## src/rtl/matrix_result_serializer.sv

```systemverilog
// Streams a captured DIM x DIM signed matrix one element per valid/ready beat, row-major, MSB element first.
// Optional macro MATRIX_SER_OVF_SKIP_EN: an overflowed capture skips streaming and goes straight to done.
module matrix_result_serializer #(
  parameter  int DIM    = 5,
  parameter  int ELEM_W = 8,
  parameter  int ADDR_W = 5,
  localparam int MAT_W  = DIM * DIM * ELEM_W
) (
  input  logic              clk,
  input  logic              rst,
  input  logic              start,
  input  logic [MAT_W-1:0]  mat_in,
  input  logic              ovf_in,
  output logic              out_valid,
  input  logic              out_ready,
  output logic [ELEM_W-1:0] out_data,
  output logic [ADDR_W-1:0] out_addr,
  output logic              out_last,
  output logic              busy,
  output logic              done,
  output logic              ovf_flag
);

  localparam int N = DIM * DIM;
  localparam logic [ADDR_W-1:0] LAST_IDX = ADDR_W'(N - 1);

  typedef enum logic [1:0] {
    S_IDLE,
    S_SEND,
    S_DONE
  } state_t;

  state_t            state;
  state_t            state_nxt;
  logic              capture;
  logic              advance;
  logic [MAT_W-1:0]  shift_reg;
  logic [ADDR_W-1:0] idx;

  always_ff @(posedge clk) begin
    if (rst) state <= S_IDLE;
    else     state <= state_nxt;
  end

  always_comb begin
    state_nxt = state;
    capture   = 1'b0;
    advance   = 1'b0;
    case (state)
      S_IDLE: begin
        if (start) begin
          capture = 1'b1;
`ifdef MATRIX_SER_OVF_SKIP_EN
          state_nxt = ovf_in ? S_DONE : S_SEND;
`else
          state_nxt = S_SEND;
`endif
        end
      end
      S_SEND: begin
        if (out_ready) begin
          advance = 1'b1;
          if (idx == LAST_IDX) state_nxt = S_DONE;
        end
      end
      S_DONE:  state_nxt = S_IDLE;
      default: state_nxt = S_IDLE;
    endcase
  end

  // Index returns to 0 after the last beat so out_addr never leaves 0..N-1.
  always_ff @(posedge clk) begin
    if (rst) begin
      shift_reg <= '0;
      idx       <= '0;
      ovf_flag  <= 1'b0;
    end else if (capture) begin
      shift_reg <= mat_in;
      idx       <= '0;
      ovf_flag  <= ovf_in;
    end else if (advance) begin
      shift_reg <= {shift_reg[MAT_W-ELEM_W-1:0], {ELEM_W{1'b0}}};
      idx       <= (idx == LAST_IDX) ? '0 : idx + 1'b1;
    end
  end

  assign out_valid = (state == S_SEND);
  assign out_data  = shift_reg[MAT_W-1 -: ELEM_W];
  assign out_addr  = idx;
  assign out_last  = (state == S_SEND) && (idx == LAST_IDX);
  assign busy      = (state != S_IDLE);
  assign done      = (state == S_DONE);

endmodule
```

## config.mk

```make
export PLATFORM = sky130hd
export DESIGN_NAME = matrix_result_serializer
export DESIGN_NICKNAME = d
export VERILOG_FILES = /design/src/rtl/matrix_result_serializer.sv
export SDC_FILE = /design/constraint.sdc
export NUM_CORES = 1
export LEC_CHECK = 0
export CAP_MARGIN = 25
export CORE_MARGIN = 4
export CORE_UTILIZATION = 38
export DETAILED_ROUTE_END_ITERATION = 12
export PLACE_DENSITY = 0.76
export SYNTH_ARGS = -nofsm -noshare
export SYNTH_HDL_FRONTEND = slang
export SYNTH_SLANG_ARGS = --single-unit
```

## constraint.sdc

```tcl
create_clock -name clk -period 1.7 [get_ports clk]
set_clock_uncertainty 0.15 [all_clocks]
set_input_delay 0.255 -clock clk [delete_from_list [all_inputs] [get_ports clk]]
set_output_delay 0.255 -clock clk [all_outputs]
set_load 0.03 [all_outputs]
```

==> Word-level counts from Yosys, hierarchy flattened <==
Cells that the tools add are included.
{ "word_totals": {"rom_bits": 0, "latch_bits": 0, "ram_bits": 0, "output_inout_bits": 18, "n_memories": 0, "register_bits": 208, "wordCells": 28, "input_bits": 205} }
{ "op_classes": {"eq_ne": 6, "mul": 0, "mux": 11, "div": 0, "n_lt_le_gt_ge": 0, "shifts": 0, "reduce_logical": 6, "n_bitwise": 0, "add_sub_neg": 1} }
{ "ops": {"columns": ["operator", "n"], "rows": [
  ["$mux 200", 2],
  ["$mux 2", 3],
  ["$add 5x1->5 const B", 1],
  ["$eq 5x5->1 const B", 1],
  ["$mux 5", 1],
  ["$mux 1", 4],
  ["$ne 2x1->1 const B", 2],
  ["$pmux 2 s2", 1],
  ["$reduce_bool 2->1", 2],
  ["$reduce_and 3->1", 1],
  ["$eq 2x1->1 const B", 1],
  ["$eq 2x2->1 const B", 1],
  ["$logic_not 2->1", 1],
  ["$ne 2x2->1 const B", 1],
  ["$reduce_or 2->1", 1],
  ["$logic_and 1x1->1", 1]
]} }

==> Depth between registers and ports, before layout <==
Gate-level depths: netlist (run 1).
{ "logic_depth": {"depth_word": 4, "ltp_mapped": 6, "ltp_nobuf": 5} }

==> Worst setup path after synthesis (run 1) <==
Ideal clock, no wire load.
{ "synth_path": {"kind": "register to output", "from": "register idx[0] (netlist: out_addr[0])", "to": "output out_last", "t_arrival_ns": 1.298, "stages_incl_launch_ff": 5, "setup_slack_ns": -0.003, "n_path_buf": 0, "cell_sequence": "dfxtp_1 -> inv_1 -> ha_1 -> nand4b_1 -> nor2_1"} }
{ "synth_between": {"elab_chain_cells": 2} }
{ "synth_lines": {"columns": ["item", "line", "source"], "rows": [
  ["start, declared", "38", "logic [ADDR_W-1:0] idx;"],
  ["start signal, assigned", "83", "idx <= (idx == LAST_IDX) ? '0 : idx + 1'b1;"],
  ["$eq 5x5->1", "90", "assign out_last = (state == S_SEND) && (idx == LAST_IDX);"],
  ["$logic_and 1x1->1", "90", null],
  ["end, declared", "18", "output logic out_last,"]
]} }
Every way passes these cells.

==> Worst setup path after layout (run 1) <==
Ends and elaborated chain as after synthesis.

==> summary.md, run 1 <==
| Metric | Value |
|---|---|
| First-pass GRT wire length | between 40000 and 50000 µm |
| PnR worst setup slack | -0.215 ns |
| Syn Area/Cell | 8.89 µm² |
| Worst-path clk slew | 0.06 ns |
| Via density | 5.82 |
| Failing checks | setup timing |
| Layout Nets | 1388 |
| Synthesis Warnings | 0 |
| Critical path launch point type | register |
| Final Cell Area | 12600 µm² |
| Synth Instances | 970 |
| Slowest-stage cell, CP | dfxtp_4 |
| Share of Yosys cell area claimed by the top area cell type | between 40% and 50% |
| Placement Cell Area | 11200 µm² |
| Worst slew pin tran | around 0.44 ns |
| Largest net degree at the start of global routing | 94 |
| Hold Crit Start | mat_in[4] |
| Final Hold Viols | 0 |
| Seq/Total Area, Yosys | 48.3% |
| N_diodes | 0 |
| First DRT Iteration DRCs | 675 |
| Critical path cell sequence | inv_4, ha_4, nand4b_1, nor2_2, buf_6 |
| Synth top cells by count | dfxtp_1 (208), a21oi_1 (206), nand3_1 (202), a22oi_1 (192), buf_2 (47) |
| Number of remaining DRC errors | 0 |
| #FFs+latches synth | 208 |
| Peak supply drop | 526 µV |
| Max-cap violations | 0 |
| Count leader, synth | dfxtp_1 |
| Setup TNS | -0.307 ns |
| Cell variety after synth | 26 |
| DR vias | between 8000 and 9000 |
| Die X | 159 µm |
| Tot GR Track Use | 19.4% |
| Primary FF master, synth | dfxtp_1 |
| Fraction of registers with async set/reset | 0% |
| CP startpoint | out_addr[0] |
| Cell area after synthesis | 8620 µm² |
| Max Slew Vio Count | 0 |
| I/O Buffers | ~220 |
| Sinks on Clock Net | between 200 and 250 |
| Leakage power total | 4.41 nW |
| CTS H-Tree Depth | 1 |
| Worst EP arrival | 1.51 ns |
| Fmax | 522 MHz |
| Area leader, netlist | dfxtp_1 |
| Crit. End Element | output port |
| Tot Pwr | about 13 mW |
| Core Rows | 54 |
| Grt ovf | 0 |
| Hold WC Path Type | primary input to register |
| Crit Path Class | register to output port |
| Chip height | about 160 µm |
| Number of synthesized flops with an enable pin | 0 |
| Core Box Area | 22100 µm² |
| WP data required | around 1.3 ns |
| Final setup fails | 2 |
| GPL Wtd Cong | 0.854 |
| GR Util met3 | 3.34% |
| Clock insertion delay at the later pin of the skew report | 0.50 ns |
| Initial antenna violation count | 0 |
| Final Cycle Share | 113% |
| Max FO, Critical Path | 2 |
| Largest register FFs | 200 |
| Detail Route Antenna Nets | 0 |
| Routed len/inst | 19.2 µm |
| Buffer and inverter count on the worst path | 2 |
| Layout area overhead | 45.7% |
| DR pass1 iterations | 5 |
| CTS Buf Count | 23 |
| # fillers | 1916 |
| Top cells by area, synth | dfxtp_1 (48%), a22oi_1 (17%), a21oi_1 (12%) |
| Post-DP HPWL | 17700 µm |
| CTS tree | done |
| Register-to-Register Setup Slack | approximately 0.01 ns |
| Root Buffer | clkbuf_16 |
| Slew margin rel. | 70.5% |
| Initial Utilization | 39.0% |
| Busiest grt layer | met2 |
| Number of global-route vias before repair | approximately 7900 |
| Die Footprint | 25200 µm² |
| Post-Syn Nets | 1177 |
| Met1 Use GR | 27.7% |
| Met2 Usage GRT | a little over 30% |
| Layout cells sized above 1 | 13.2% |
| RSZ-0062 raised after global routing | true |
| Clock tree buffer depth | 3 |
| Status | complete, but fails checks |
| R2r startpoint | state[1] |
| CP peak stage delay | 0.36 ns |
| Final WL | between 20000 and 30000 µm |
| Minimum clock period | around 1.9 ns |
| Top-Level Pins | roughly 220 |
| Cell Pwr Density | 999 nW/µm² |
| CP delay by family, top | flip-flops |
==> metal layers <==
layer  vias to the layer above  part of all wire [%]  routed length (µm)
li1                       4072                     -                   -
met2                       368                    47               13200
met5                         -                     0                   0
met4                         0                   1.8                 507
met3                        37                   8.7                2460
met1                      4123                    43               12100
==> worst min-delay path, cell delays in order <==
cell and delay, ns:
clkdlybuf4s50_1 0.39, nand2_1 0.05, a21oi_1 0.06
==> power by group <==
part | internal (mW) | switching [mW] | total (mW)
logic | 1.12 | 0.975 | 2.09
registers | 5.20 | 0.187 | 5.38
clock network | 3.09 | 1.98 | 5.07
total | 9.41 | 3.14 | 12.5
==> cell families (layout without fill, tap and decap cells) <==
group,Yosys count,in the layout,share of synthesized area [%]
flip-flops,208,208,48.3
adder cells (fa/ha/maj),2,2,0.290
AND/OR/NAND/NOR,230,230,13.4
AO/OA/AOI/OAI,404,404,29.2
buffers and inverters,126,353,8.78
==> cells in the final DEF (no fill, tap or decap), drive strengths merged, types with 2 or more instances in the layout <==
cell type      netlist  routed
buf                 89      79
clkdlybuf4s15        0       2
clkbuf              31      47
dfxtp              208     208
a21oi              206     206
or3                  2       2
ha                   2       2
o21ai                3       3
nand2               16      16
bufinv               0       2
clkdlybuf4s50        0     203
dlygate4sd2          0       9
inv                  6       6
nand3              202     202
a22oi              192     192
clkinv               0       4
==> repair_timing <==
item,in CTS,in global routing
setup buffers,6,4
gates cloned,0,12
gates resized for setup,46,35
hold buffers,1,0
setup endpoints to repair,18,158
pin swaps,2,16
endpoints found under the hold margin,31,0
==> cell type report <==
type | instances | area, µm² | area share, %
clock buffer | 35 | 691 | 5.50
clock inverter | 6 | 83.8 | 0.667
inverter | 6 | 27.5 | 0.219
multi-input combinational | 636 | 3820 | 30.4
sequential | 208 | 4180 | 33.3
tap | 280 | 350 | 2.79
timing repair buffer | 306 | 3410 | 27.1
==> worst paths after layout <==
| kind | end | cells past startpoint |
|---|---|---|
| worst max register to register | shift_reg[119] | 7 |
| worst max-delay path | out_last | 5 |
| worst min register to register | shift_reg[140] | 2 |
| worst min-delay path | shift_reg[4] | 3 |
==> through the flow <==
stage               hold slack (ns)  std cells  util (%)  worst slack (ns)
finish                        0.161       1477      56.9            -0.215
global placement              0.292       1415      50.9            -0.248
floorplan                     0.241        970         -             0.112
CTS                           0.148       1463      54.8            -0.237
detailed placement            0.306       1415      50.9            -0.242
global route                  0.163       1477      56.9            -0.268
(Power assumes the default switching activity.)
==> inputs of run 2 (changes only) <==
Settings changed: GPL_ROUTABILITY_DRIVEN set to 0.
==> results of run 2 <==
The final DEF is identical to that of run 1; final timing and power are the same.
==> inputs of run 3 (changes only) <==
Settings changed: ABC_AREA set to 0.
==> results of run 3 <==
The final DEF is identical to that of run 1; final timing and power are the same.
